<file path="src/rtl/regfile_wb_ctrl.sv">
// regfile_wb_ctrl: write-side initiator for the 32x32 register file.
// Accepts writeback requests from the load path (mem) and the ALU path over
// valid/ready handshakes. Accepted requests are queued in a DEPTH-entry FIFO
// and drained one per cycle into the registered write port. It also exports a
// pending-write scoreboard for RAW hazard detection.
//
// Ports:
//   clk, reset                 clock, synchronous active-high reset
//   alu_valid/ready/reg/data   ALU writeback request (lower priority)
//   mem_valid/ready/reg/data   load writeback request (higher priority)
//   wb_stall                   freezes draining
//   WriteReg/WriteData/RegWrite registered register file write port
//   rd1_addr/rd2_addr          read addresses to check for pending writes
//   rd1_busy/rd2_busy          a queued or in-flight write targets that address
//   fifo_count                 number of queued entries
//   idle                       FIFO empty and no write in flight
module regfile_wb_ctrl #(
    parameter int DEPTH   = 4,
    parameter bit DROP_R0 = 1'b1
) (
    input  logic                     clk,
    input  logic                     reset,
    input  logic                     alu_valid,
    output logic                     alu_ready,
    input  logic [4:0]               alu_reg,
    input  logic [31:0]              alu_data,
    input  logic                     mem_valid,
    output logic                     mem_ready,
    input  logic [4:0]               mem_reg,
    input  logic [31:0]              mem_data,
    input  logic                     wb_stall,
    output logic [4:0]               WriteReg,
    output logic [31:0]              WriteData,
    output logic                     RegWrite,
    input  logic [4:0]               rd1_addr,
    input  logic [4:0]               rd2_addr,
    output logic                     rd1_busy,
    output logic                     rd2_busy,
    output logic [$clog2(DEPTH):0]   fifo_count,
    output logic                     idle
);
    localparam int PW = $clog2(DEPTH);
    localparam int CW = PW + 1;

    logic [4:0]    ent_reg_q  [DEPTH];
    logic [4:0]    ent_reg_d  [DEPTH];
    logic [31:0]   ent_data_q [DEPTH];
    logic [31:0]   ent_data_d [DEPTH];
    logic [PW-1:0] head_q, head_d, tail_q, tail_d;
    logic [CW-1:0] count_q, count_d;
    logic [4:0]    write_reg_q, write_reg_d;
    logic [31:0]   write_data_q, write_data_d;
    logic          reg_write_q, reg_write_d;

    logic          full, mem_hs, alu_hs, push, pop;
    logic [4:0]    acc_reg;
    logic [31:0]   acc_data;

    // Ready depends only on the current count: a pop in the same cycle does
    // not open a slot for a push.
    assign full      = (count_q == CW'(DEPTH));
    assign mem_ready = !reset && !full;
    assign alu_ready = !reset && !full && !mem_valid;
    assign mem_hs    = mem_valid && mem_ready;
    assign alu_hs    = alu_valid && alu_ready;
    assign acc_reg   = mem_hs ? mem_reg  : alu_reg;
    assign acc_data  = mem_hs ? mem_data : alu_data;

    // Writes to r0 still complete the handshake but never occupy a slot.
    assign push = (mem_hs || alu_hs) && !(DROP_R0 && acc_reg == 5'd0);
    assign pop  = !wb_stall && (count_q != '0);

    always_comb begin
        ent_reg_d    = ent_reg_q;
        ent_data_d   = ent_data_q;
        head_d       = head_q;
        tail_d       = tail_q;
        write_reg_d  = write_reg_q;
        write_data_d = write_data_q;
        reg_write_d  = 1'b0;
        if (pop) begin
            write_reg_d  = ent_reg_q[head_q];
            write_data_d = ent_data_q[head_q];
            reg_write_d  = 1'b1;
            head_d       = head_q + PW'(1);
        end
        if (push) begin
            ent_reg_d[tail_q]  = acc_reg;
            ent_data_d[tail_q] = acc_data;
            tail_d             = tail_q + PW'(1);
        end
        count_d = count_q + CW'(push) - CW'(pop);
    end

    always_ff @(posedge clk) begin
        if (reset) begin
            for (int i = 0; i < DEPTH; i++) begin
                ent_reg_q[i]  <= '0;
                ent_data_q[i] <= '0;
            end
            head_q       <= '0;
            tail_q       <= '0;
            count_q      <= '0;
            write_reg_q  <= '0;
            write_data_q <= '0;
            reg_write_q  <= 1'b0;
        end else begin
            ent_reg_q    <= ent_reg_d;
            ent_data_q   <= ent_data_d;
            head_q       <= head_d;
            tail_q       <= tail_d;
            count_q      <= count_d;
            write_reg_q  <= write_reg_d;
            write_data_q <= write_data_d;
            reg_write_q  <= reg_write_d;
        end
    end

    // Scoreboard: live entries are the count_q slots starting at head_q, plus
    // the write currently on the port. Same-cycle acceptances are not visible.
    logic [1:0][4:0] rd_addr;
    logic [1:0]      rd_busy;
    assign rd_addr = {rd2_addr, rd1_addr};

    always_comb begin
        rd_busy = '0;
        for (int p = 0; p < 2; p++) begin
            for (int i = 0; i < DEPTH; i++) begin
                if (CW'(i) < count_q && ent_reg_q[head_q + PW'(i)] == rd_addr[p])
                    rd_busy[p] = 1'b1;
            end
            if (reg_write_q && write_reg_q == rd_addr[p])
                rd_busy[p] = 1'b1;
            if (DROP_R0 && rd_addr[p] == 5'd0)
                rd_busy[p] = 1'b0;
        end
    end

    assign rd1_busy   = rd_busy[0];
    assign rd2_busy   = rd_busy[1];
    assign WriteReg   = write_reg_q;
    assign WriteData  = write_data_q;
    assign RegWrite   = reg_write_q;
    assign fifo_count = count_q;
    assign idle       = (count_q == '0) && !reg_write_q;

endmodule
</file>
<file path="config.mk">
export PLATFORM = sky130hd
export DESIGN_NAME = regfile_wb_ctrl
export DESIGN_NICKNAME = d
export VERILOG_FILES = /design/src/rtl/regfile_wb_ctrl.sv
export SDC_FILE = /design/constraint.sdc
export NUM_CORES = 1
export LEC_CHECK = 0
export BUFFER_PORTS_ARGS = -buffer_cell sky130_fd_sc_hd__buf_2
export CORE_MARGIN = 10
export CORE_UTILIZATION = 45
export DETAILED_ROUTE_END_ITERATION = 6
export PLACE_DENSITY = 0.68
export SETUP_SLACK_MARGIN = 0.15
export SLEW_MARGIN = 10
export SYNTH_ARGS = -nofsm -noshare
export SYNTH_HDL_FRONTEND = slang
export SYNTH_SLANG_ARGS = --single-unit
</file>
<file path="constraint.sdc">
create_clock -name clk -period 2.15 [get_ports clk]
set_input_delay 0.3225 -clock clk [delete_from_list [all_inputs] [get_ports clk]]
set_output_delay 0.3225 -clock clk [all_outputs]
set_load 0.03 [all_outputs]
</file>
==> Yosys cells after proc, flatten, opt, wreduce, memory -nomap -nowiden <==
Cells that the tools add are included.
{ "op_classes": {"muxes": 36, "magnitude_cmp": 10, "n_eq_ne": 11, "n_reduce_logical": 30, "n_addsub": 6, "bitwise_logic": 5} }
{ "op_table": {"columns": ["operator", "n"], "rows": [
  ["bitwise mux 128 bit", 1],
  ["2-to-1 mux 32 bit", 4],
  ["binary-select mux 32 bit (select 2 bit)", 1],
  ["demux 32 bit (select 2 bit)", 1],
  ["== test 5 bit", 10],
  ["2-to-1 mux 5 bit", 10],
  ["binary-select mux 5 bit (select 2 bit)", 4],
  ["bitwise mux 20 bit", 1],
  ["logical AND 1 bit", 18],
  [">= comparator 3 bit (second input constant)", 5],
  ["logical NOT 5 bit", 3],
  ["inverter 2 -> 3 bit", 5],
  ["2-to-1 mux 1 bit", 13],
  ["demux 5 bit (select 2 bit)", 1],
  ["logical NOT 1 bit", 6],
  ["< comparator 1 x 3 -> 1 bit (first input constant)", 2],
  ["< comparator 2 x 3 -> 1 bit (first input constant)", 2],
  ["adder 2 x 1 -> 2 bit (second input constant)", 2],
  ["adder 2 bit (second input constant)", 2],
  ["adder 3 x 1 -> 3 bit", 1],
  ["== test 3 bit (second input constant)", 1],
  ["logical NOT 3 bit", 1],
  ["< comparator 3 x 1 -> 1 bit (second input constant)", 1],
  ["nonzero test 3 bit", 1],
  ["other kinds (2)", 2]
]} }
{ "word_totals": {"output_inout_bits": 46, "word_cells": 112, "register_bits": 193, "inputBits": 89} }

==> Longest topological paths before layout <==
Gate-level depths: netlist of the first run.
{ "logic_depth": {"depth_word": 12, "mapped_depth": 10, "ltp_nobuf": 10} }

==> Least setup slack after synthesis of the first run <==
No wires, ideal clock.
{ "synth_timing": {"kind": "register -> register", "startpoint": "register count_q[0], in the netlist fifo_count[0]", "endpoint": "register count_q[2], in the netlist fifo_count[2]", "required_ps": 2022, "setup_slack_ps": -271, "period_less_slack_ps": 2421, "setup_time_ps": 128, "arrival_time_ps": 2293, "stages_incl_launch_ff": 11, "n_path_buf": 0, "cell_sequence": "dfxtp_1 -> nor2_1 -> a21o_1 -> a221oi_4 -> inv_1 -> ha_1 -> inv_1 -> ha_1 -> fa_1 -> xor2_1 -> nor2_1"} }
{ "synth_via": {"elab_chain_cells": 10, "elab_cells_between_ends": 15, "classes_between": "add/sub: 2; eq/ne: 1; mux: 1; reduce/logical: 11"} }
{ "synth_lines": {"columns": ["element", "line", "rtl"], "rows": [
  ["from (decl)", "50", "logic [CW-1:0] count_q, count_d;"],
  ["from (signal assigned)", "112", "count_q <= count_d;"],
  ["== test 3 bit", "61", "assign full = (count_q == CW'(DEPTH));"],
  ["logical NOT 1 bit", "62, 63", null],
  ["logical AND 1 bit", "62, 63", null],
  ["logical AND 1 bit", "64", "assign mem_hs = mem_valid && mem_ready;"],
  ["2-to-1 mux 5 bit", "66", "assign acc_reg = mem_hs ? mem_reg : alu_reg;"],
  ["logical NOT 5 bit", "70", "assign push = (mem_hs || alu_hs) && !(DROP_R0 && acc_reg == 5'd0);"],
  ["logical NOT 1 bit", "70", null],
  ["logical AND 1 bit", "70", null],
  ["adder 3 x 1 -> 3 bit", "92", "count_d = count_q + CW'(push) - CW'(pop);"],
  ["subtractor 3 x 1 -> 3 bit *", "92", null]
]} }
Mark *: on every way between the ends. The rest lies on a longest branch, timed or not.
A chain may end at the register's enable or synchronous reset.

==> Worst setup path after layout of the first run <==
{ "layout_timing": {"startpoint": "register head_q[0]", "endpoint": "output port rd2_busy"} }
{ "layout_via": {"elab_chain_cells": 12, "elab_cells_between_ends": 33, "classes_between": "add/sub: 3; eq/ne: 4; mux: 18; bitwise: 4; reduce/logical: 4"} }
{ "layout_lines": {"columns": ["element", "line", "rtl"], "rows": [
  ["from (decl)", "49", "logic [PW-1:0] head_q, head_d, tail_q, tail_d;"],
  ["from (signal assigned)", "101", "head_q <= '0;"],
  ["from (signal assigned)", "110", "head_q <= head_d;"],
  ["adder 2 x 1 -> 2 bit / inverter 2 -> 3 bit (equally long branches)", "129", "if (CW'(i) < count_q && ent_reg_q[head_q + PW'(i)] == rd_addr[p])"],
  ["inverter 2 -> 3 bit (implied by the code) / binary-select mux 5 bit (select 2 bit) (equally long branches)", "129", null],
  ["binary-select mux 5 bit (select 2 bit) / 2-to-1 mux 5 bit (equally long branches)", "129", null],
  ["2-to-1 mux 5 bit (implied by the code)", "129", null],
  ["2-to-1 mux 5 bit (implied by the code) / == test 5 bit (equally long branches)", "129", null],
  ["== test 5 bit / logical AND 1 bit (equally long branches)", "129", null],
  ["logical AND 1 bit / 2-to-1 mux 1 bit (equally long branches)", "129", null],
  ["2-to-1 mux 1 bit (2 in series)", "129", null],
  ["2-to-1 mux 1 bit *", "129", null],
  ["2-to-1 mux 1 bit *", "132", "if (reg_write_q && write_reg_q == rd_addr[p])"],
  ["2-to-1 mux 1 bit *", "134", "if (DROP_R0 && rd_addr[p] == 5'd0)"],
  ["to (decl)", "38", "output logic rd2_busy,"]
]} }
Mark *: on every way between the ends. The rest lies on a longest branch, timed or not. The select of a mux whose other input is x is not followed.

==> results of run 1 <==
==> registers in the layout, summed over array words and instances (netlist names) <==
| name | count |
|---|---|
| WriteData | 32 |
| ent_reg_q | 20 |
| ent_data_q | 128 |
| fifo_count | 3 |
| WriteReg | 5 |
| head_q | 2 |
| tail_q | 2 |
| RegWrite | 1 |
==> kinds of logic (layout without fill, tap and decap cells) <==
logic type | Yosys count | in the layout | synth area share (%)
buffers and inverters | 101 | 282 | 5.750
XOR/XNOR | 58 | 58 | 5.519
adder cells (fa/ha/maj) | 9 | 9 | 1.305
AO/OA/AOI/OAI | 206 | 206 | 15.95
multiplexers | 102 | 102 | 17.60
AND/OR/NAND/NOR | 270 | 270 | 11.90
flip-flops | 193 | 193 | 41.98
==> how the worst min path moves through the flow <==
stage,slack [ns],from,end,cells past startpoint
finish,0.28,alu_data[5],ent_data_q[69],3
global route,0.29,mem_data[5],ent_data_q[69],3
CTS,0.33,alu_data[5],ent_data_q[37],3
detailed placement,0.45,WriteData[14],WriteData[14],2
global placement,0.44,WriteData[28],WriteData[28],2
floorplan,0.47,ent_data_q[32],ent_data_q[32],2
==> report_power, final <==
group,internal [mW],switching [mW]
combinational,1.88,2.18
clock,1.87,1.37
sequential,3.97,0.260
==> through the flow <==
step	hold WS, ns	setup WS (ns)	TNS (ns)	util, %	total power, mW
3_3_place_gp	0.4410	-0.2601	-0.8885	51.72	7.704
6_report	0.2841	-0.7410	-1.627	58.77	11.55
3_5_place_dp	0.4457	-0.3330	-1.241	51.72	7.780
5_1_grt	0.2938	-0.8277	-1.878	58.77	12.10
2_1_floorplan	0.4750	-0.09034	-0.3295	-	6.814
4_1_cts	0.3317	-0.7406	-1.475	55.18	11.11
==> metal layers <==
metal  GRT usage [%]  up-vias  share of wire, %
met5               0        -                 0
met4           7.131        0               2.3
met3           2.920       38               4.2
met2           28.56      199                50
met1           22.68     3701                44
li1                -     3710                 -
==> Yosys cell counts, drive strengths merged <==
cell type	n	area, sq um
a211oi	148	1111
a21o	1	7.510
a21oi	41	209.0
a221oi	2	35.04
a22oi	1	7.510
a31oi	3	18.77
and2	4	25.02
and3	1	6.260
buf	47	326.6
clkbuf	42	157.7
clkinv	1	3.750
dfxtp	193	3864
fa	1	20.02
ha	8	100.1
inv	11	41.29
mux2	1	11.26
mux2i	55	550.5
mux4	46	1059
nand2	76	285.3
nand2b	1	6.260
nand3	5	25.02
nand4	5	31.28
nor2	162	615.6
nor2b	2	12.51
nor3	3	15.01
nor4	6	37.54
o211ai	2	20.02
o21ai	4	23.77
o221ai	1	8.760
o22a	1	8.760
o311a	1	10.01
o31ai	1	7.510
or2	1	6.260
or3	1	6.260
or4	3	22.52
xnor2	29	254.0
xor2	29	254.0
==> layout make-up <==
type	count	area share, %
Multi-Input combinational cell	645	43.21
Clock inverter	11	1.309
Clock buffer	21	3.800
Tap cell	270	2.850
Sequential cell	193	32.73
Inverter	12	0.3800
Timing Repair Buffer	238	15.72
==> worst max-delay path, delay by kind of cell, from the launching register on <==
kind,cells,cell delay [ns]
AND/OR/NAND/NOR,2,0.49
XOR/XNOR,1,0.18
buffers and inverters,2,0.31
flip-flops,1,0.35
AO/OA/AOI/OAI,2,0.26
multiplexers,1,0.56
==> repair_timing <==
action	CTS	global route
resized for setup	14	67
buffers inserted	5	17
cloned	0	8
endpoints found under the setup margin	5	61
pin swaps	5	11
==> placed cells by master, fill, tap and decap left out, types with 3 or more instances in the layout <==
cell type	netlist	routed
buf_12	0	17
bufinv_16	0	3
nor4_1	6	5
xor2_1	29	27
o21ai_0	3	3
mux2i_1	55	30
xnor2_1	29	28
inv_1	11	9
or4_1	3	3
a211oi_1	148	144
ha_1	8	6
a31oi_1	3	3
dfxtp_1	193	188
dfxtp_4	0	4
a21oi_1	40	40
a211oi_2	0	4
and2_4	0	4
nor2_1	161	160
clkinvlp_4	0	3
clkbuf_16	0	24
nand4_1	5	5
clkbuf_1	42	3
buf_6	12	11
nand2_1	76	76
nand3_1	5	5
buf_2	21	131
mux2i_2	0	10
mux2i_4	0	15
nor3_1	3	3
buf_4	9	70
mux4_2	40	46
==> results.toml, run 1 <==
[die]
rows = 52
die_x_microns = 163.0
core_area_sq_mm = 0.02017
die-area_sq_mm = 0.02657
start_util_pct = 45.63
die_h_microns = 163.0
pin_count = 135

[detailed_routing]
via_per_inst = 5.502
drc = 0
wl_per_cell_microns = 19.16
first_pass_iters = 5
ant_nets = 0
routed_wl_mm = 26.64
dr.first_iter.drc_count = 564
vias = 7648

[final_layout]
syn_to_final_growth_pct = 28.79
drive_gt1_share_pct = 33.13
fillers = 1732
instances_no_fill = 1390
n_antenna_cell = 0
multi_input_area_sq_mm = 0.005122
fin_nets = 1205
postLayoutCellArea_sq_mm = 0.01185
layout.area.seq_sq_mm = 0.003880

[yosys]
synth-seq-cells = 193
syn_nets = 1037
yosysSeqAreaShare_pct = 41.98
synth_warnings = 0
synth_area_per_cell_sq_um = 9.802
synth.distinct_cells = 46
netlist_instances = 939
syn_area_sq_mm = 0.009204

[worst_setup_path]
critPathCapture = "rd2_busy"
worstSetupStartpoint = "head_q[0]"
crit_path_start_kind = "register"
worstSetupPathType = "reg -> out"
cp-end-kind = "output port"
cpMostUsedCell = "buf_4"
r2r_slack_ns = -0.08
r2r-start = "fifo_count[1]"
worstPathMaxFanout = 5
r2r_cells = 10
cp_data_arrival_time_ns = 2.57
worst_path_largest_cell_delay_ns = 0.56
worstPathCellList = "buf_4 -> mux4_2 -> xnor2_2 -> nand4_1 -> or3_4 -> o211ai_2 -> o22a_2 -> buf_4"
cp_slowest_cell = "mux4_2"
r2r_end = "fifo_count[1]"
critPathRequiredTime_ns = 1.83

[clock_network]
cts-root-buf = "clkbuf_16"
cts_made_buffers = 17
cts_hold_buf = 0
clock_latency_ns = 0.43
cts_max_level = 4
cts_tree = "done"
clock-sinks = 193
clk_pin_slew_worst_paths_ns = 0.06
clock_path_buffers = 2

[timing]
setup_viol = 4
finalHoldViolCount = 0
rsz0062_at_grt = "yes"
finalClockSkew_ns = 0.008953
worst_pin_slew_ns = 0.8651
worst_slack_ns = -0.7410
max_freq_ghz = 0.3459
fin_crit_sh_pct = 134.5
report.final.slew_viol_count = 0
fin_crit_ns = 2.891
slew_headroom_pct = 42.33

[placed_design]
io_buffers = 134
post_dp_cell_area_sq_mm = 0.01043
gp_congestion = 0.9330
hpwl_mm = 15.70
place_inst = 1328

[run_status]
violations = "negative setup slack"
status = "finished with violations"

[power]
p_leak_nw = 4.302
peakVddDrop_uv = 614.2
powerDensity_mw_per_mm2 = 974.1

[global_routing]
grt_pass1_vias = 7274
grt_pass1_wl_mm = 37.95
antenna_found_initial = 0
grt_max_degree = 194
track_usage_pct = 17.53
overflow = 0

[run]
maxCapViolations = 0

[min_path]
hold_class = "in -> reg"
(Power assumes the default switching activity.)
==> run 2, diff against run 1 <==
- CORE_ASPECT_RATIO: not set -> 0.6
- PLACE_DENSITY: 0.68 -> 0.65
- clock period: 2.15 -> 3.32 ns (I/O delays scaled with it)
==> run 2 against run 1 <==
Effect of this change:
- the flow now finishes without violations
- die area up 0.71%
- sequential power down 35%
- cell area decreased by 9.9%
- via count shrank 5.2%
- largest power group unchanged
==> results.toml, run 2 (synthesized netlist as in run 1, its figures left out) <==
[global_routing]
grt_pass1_wl_mm = 38.83
grt_pass1_vias = 6989
track_usage_pct = 18.22
grt_max_degree = 77
antenna_found_initial = 0
overflow = 0

[worst_setup_path]
cp_data_arrival_time_ns = 2.58
worstPathMaxFanout = 7
worstSetupPathType = "reg -> out"
cp-end-kind = "output port"
critPathRequiredTime_ns = 2.82
crit_path_start_kind = "register"
r2r_cells = 10

[detailed_routing]
via_per_inst = 5.496
first_pass_iters = 4
drc = 0
vias = 7249
ant_nets = 0
wl_per_cell_microns = 18.49
routed_wl_mm = 24.39
dr.first_iter.drc_count = 489

[die]
pin_count = 135
rows = 40
die_x_microns = 204.6
die_h_microns = 130.8
core_area_sq_mm = 0.02007
die-area_sq_mm = 0.02676
start_util_pct = 45.86

[final_layout]
syn_to_final_growth_pct = 16.10
fin_nets = 1131
largest_reg_flops = 128
postLayoutCellArea_sq_mm = 0.01069
fillers = 1808
layout_common_cells = "dfxtp_1 (191), nor2_1 (161), a211oi_1 (148)"
layout.area.seq_sq_mm = 0.003871
final_common_cell = "dfxtp_1"
regMostFlops = "ent_data_q"
multi_input_area_sq_mm = 0.004843
n_antenna_cell = 0
drive_gt1_share_pct = 24.47

[timing]
fin_crit_ns = 3.081
finalClockSkew_ns = 0.007241
finalHoldViolCount = 0
setup_viol = 0
max_freq_ghz = 0.3246
rsz0062_at_grt = "no"
worst_pin_slew_ns = 0.7988
report.final.slew_viol_count = 0
fin_setup_tns_ns = 0
slew_headroom_pct = 46.75
hold-worst-slack_ns = 0.4436
fin_crit_sh_pct = 92.79

[clock_network]
clk_pin_slew_worst_paths_ns = 0.07
cts-root-buf = "clkbuf_16"
cts_made_buffers = 17
clock_path_buffers = 2
clock-sinks = 193
clock_latency_ns = 0.43
cts_tree = "done"
cts_max_level = 4

[min_path]
hold_class = "in -> reg"
hold_path_depth = 2

[power]
p_leak_nw = 3.805
peakVddDrop_uv = 365.4
powerDensity_mw_per_mm2 = 649.1

[placed_design]
hpwl_mm = 16.15
post_dp_cell_area_sq_mm = 0.009951
io_buffers = 134
gp_congestion = 0.9649

[run]
maxCapViolations = 0

[run_status]
status = "completed"
run 2: changes by cell type in the layout (fill, tap and decap cells not counted), sizes merged:
cell / previous run / this run
clkbuf: 28 / 24
clkinv: 4 / 3
clkinvlp: 3 / 5
inv: 13 / 11
buf: 231 / 164
bufinv: 3 / 1
run 2: worst max-delay path, cell delays in order (launching register included):
cell     delay, ns
dfxtp_4       0.43
buf_12        0.12
mux4_2        0.52
xor2_1        0.17
nor4_2        0.35
nand3_1       0.12
o311a_1       0.15
a21oi_2       0.15
buf_6         0.15
run 2: what timing repair did:
item	CTS	global route
setup endpoints to repair	2	2
buffers inserted	4	9
hold buffers	0	0
gates resized for setup	2	17
pin swaps	0	4
run 2: final timing paths:
check	end	slack (ns)	startpoint
max	rd1_busy	0.24	head_q[1]
min	fifo_count[1]	0.44	reset
max reg2reg	fifo_count[2]	0.88	fifo_count[0]
min reg2reg	WriteData[5]	0.45	WriteData[5]
run 2: final cells by class:
cell class                 count  area share, %
clock buffer                  24          4.602
timing repair buffer         164          9.450
inverter                      12         0.4567
tap                          273          3.197
multi-input combinational    645          45.33
clock inverter                 8         0.7377
sequential                   193          36.23
run 2: layer usage:
layer,global-route usage [%],wire length [microns],vias up
met4,3.814,196,0
met5,0,0,-
met1,26.78,12220,3455
met3,4.008,1539,21
li1,-,-,3571
met2,26.66,10430,202
run 2: where the power goes:
part / total [mW] / switching, mW / leakage (nW) / internal [mW]
Combinational: 2.17 / 1.26 / 1.97 / 0.916
Clock: 1.99 / 0.876 / 0.268 / 1.11
Sequential: 2.77 / 0.203 / 1.57 / 2.57
run 2: stage by stage:
| step | cells | total power, mW | setup slack [ns] | util [%] |
|---|---|---|---|---|
| after floorplan | 939 | 4.371 | 0.7727 | - |
| after global placement | 1274 | 4.859 | 0.4722 | 49.58 |
| after detailed placement | 1274 | 4.883 | 0.4293 | 49.58 |
| after CTS | 1310 | 6.908 | 0.1600 | 52.68 |
| after global routing | 1319 | 7.308 | 0.1421 | 53.24 |
| final | 1319 | 6.935 | 0.2393 | 53.24 |
==> run 3, diff against run 2 <==
- RECOVER_POWER: not set -> 50
==> run 3 against run 2 <==
Effect of this change:
- cell area is 0.87% lower
- critical path type unchanged
- sequential share of layout area rose by 0.32 points
- wire length is essentially flat
- sequential power about the same
==> results.toml, run 3 (synthesized netlist as in run 1, its figures left out) <==
[timing]
fin_crit_sh_pct = 92.91
max_freq_ghz = 0.3242
worst_pin_slew_ns = 1.055
fin_setup_tns_ns = 0
report.final.slew_viol_count = 0
finalClockSkew_ns = 0.007655
rsz0062_at_grt = "no"
setup_viol = 0
finalHoldViolCount = 0
slew_headroom_pct = 29.65
fin_crit_ns = 3.085

[global_routing]
grt_max_degree = 77
track_usage_pct = 18.22
grt_pass1_vias = 6989
grt_pass1_wl_mm = 38.83
antenna_found_initial = 0
overflow = 0

[die]
die-area_sq_mm = 0.02676
die_h_microns = 130.8
pin_count = 135
start_util_pct = 45.86
die_x_microns = 204.6
rows = 40
core_area_sq_mm = 0.02007

[final_layout]
final_common_cell = "dfxtp_1"
regMostFlops = "ent_data_q"
largest_reg_flops = 128
fillers = 1837
n_antenna_cell = 0
drive_gt1_share_pct = 19.98
layout_common_cells = "dfxtp_1 (191), nor2_1 (161), a211oi_1 (148)"
instances_no_fill = 1319
syn_to_final_growth_pct = 15.09
fin_nets = 1131

[run_status]
status = "completed"

[power]
switching_share_pct = 33.83
seq_power_share_pct = 40.2
power.internal_mw = 4.571
peakVddDrop_uv = 364.4
clkPwrFrac_pct = 28.8
p_leak_nw = 3.610
powerDensity_mw_per_mm2 = 652.1
switchingPower_mw = 2.337
pwr-share-comb_pct = 31.0

[placed_design]
hpwl_mm = 16.15
place_inst = 1274
io_buffers = 134
gp_congestion = 0.9649

[detailed_routing]
via_per_inst = 5.506
drc = 0
routed_wl_mm = 24.40
wl_per_cell_microns = 18.50
vias = 7263
dr.first_iter.drc_count = 536
first_pass_iters = 7
ant_nets = 0

[worst_setup_path]
cp_data_arrival_time_ns = 2.59
cpLargestDelayFamily = "multiplexers"
r2r_cells = 7
r2r_end = "ent_reg_q[1]"
crit_path_start_kind = "register"
worstPathCellList = "buf_12 -> mux4_2 -> xor2_1 -> nor4_2 -> nand3_1 -> o311a_1 -> a21oi_2 -> buf_6"
cp_slowest_cell = "mux4_2"
r2r-start = "fifo_count[0]"
cp-end-kind = "output port"
critPathRequiredTime_ns = 2.82
worst_path_largest_cell_delay_ns = 0.52
worstPathMaxFanout = 7
r2r_slack_ns = 0.37
worstSetupPathType = "reg -> out"
crit_buf_inv = 2

[clock_network]
clock-sinks = 193
clock_latency_ns = 0.43
clk_pin_slew_worst_paths_ns = 0.06
cts-root-buf = "clkbuf_16"
cts_tree = "done"
clock_path_buffers = 2
cts_max_level = 4
cts_made_buffers = 17

[run]
maxCapViolations = 0

[min_path]
hold_class = "in -> reg"
hold_path_depth = 2
hold_end = "fifo_count[1]"
min_from = "reset"
-- run 3: cell type report --
cell class,instances,area [sq um],share of cell area [%]
multi-input cells,645,4823,45.53
repair buffers,164,937.1,8.847
clock buffers,24,491.7,4.642
clock inverters,8,78.83,0.7442
well taps,273,341.6,3.225
inverters,12,48.80,0.4607
flip-flops and latches,193,3871,36.55
-- run 3: routing by layer --
layer | track usage, % | share of wire [%]
met1 | 26.78 | 50
met2 | 26.66 | 43
met3 | 4.008 | 6.6
met4 | 3.814 | 0.87
met5 | 0 | 0
-- run 3: power groups by stage --
stage	Combinational [mW]	Clock, mW	Sequential (mW)
after floorplan	1.51	0	2.86
after global placement	2.01	0	2.85
after detailed placement	2.03	0	2.85
after CTS	2.09	2.03	2.78
after global routing	2.35	2.12	2.81
final	2.14	1.99	2.78
-- run 3: worst register-to-register path: stages (launching register included) --
cell,delay [ns]
dfxtp_1,0.44
nor2_1,0.08
a21o_1,0.24
a221oi_1,0.78
and2_0,0.61
buf_12,0.37
nor2_1,0.11
a211oi_1,0.24
-- run 3: per-stage QoR --
| stage | utilization [%] | total power, mW | cell area (sq um) | setup WS [ns] | hold slack [ns] |
|---|---|---|---|---|---|
| after CTS | 52.68 | 6.908 | 10570 | 0.1600 | 0.4308 |
| after detailed placement | 49.58 | 4.883 | 9951 | 0.4293 | 0.4446 |
| final | 52.78 | 6.907 | 10590 | 0.2355 | 0.4494 |
| after floorplan | - | 4.371 | 9204 | 0.7727 | 0.4750 |
| after global placement | 49.58 | 4.859 | 9951 | 0.4722 | 0.4419 |
| after global routing | 52.78 | 7.280 | 10590 | 0.09822 | 0.4716 |
-- run 3: worst max path at each step --
stage	from	to	slack [ns]	cells after the start
6_report	head_q[1]	rd1_busy	0.24	8
5_1_grt	fifo_count[0]	ent_data_q[50]	0.1	7
2_1_floorplan	head_q[1]	rd1_busy	0.77	9
3_3_place_gp	head_q[1]	rd1_busy	0.47	7
4_1_cts	head_q[0]	rd1_busy	0.16	7
3_5_place_dp	head_q[1]	rd1_busy	0.43	7
-- run 3: repair_timing --
action                     in CTS  in global routing
pin swaps                       0                  4
setup endpoints to repair       2                  2
resized for setup               2                 17
hold buffers                    0                  0
setup buffers                   4                  9
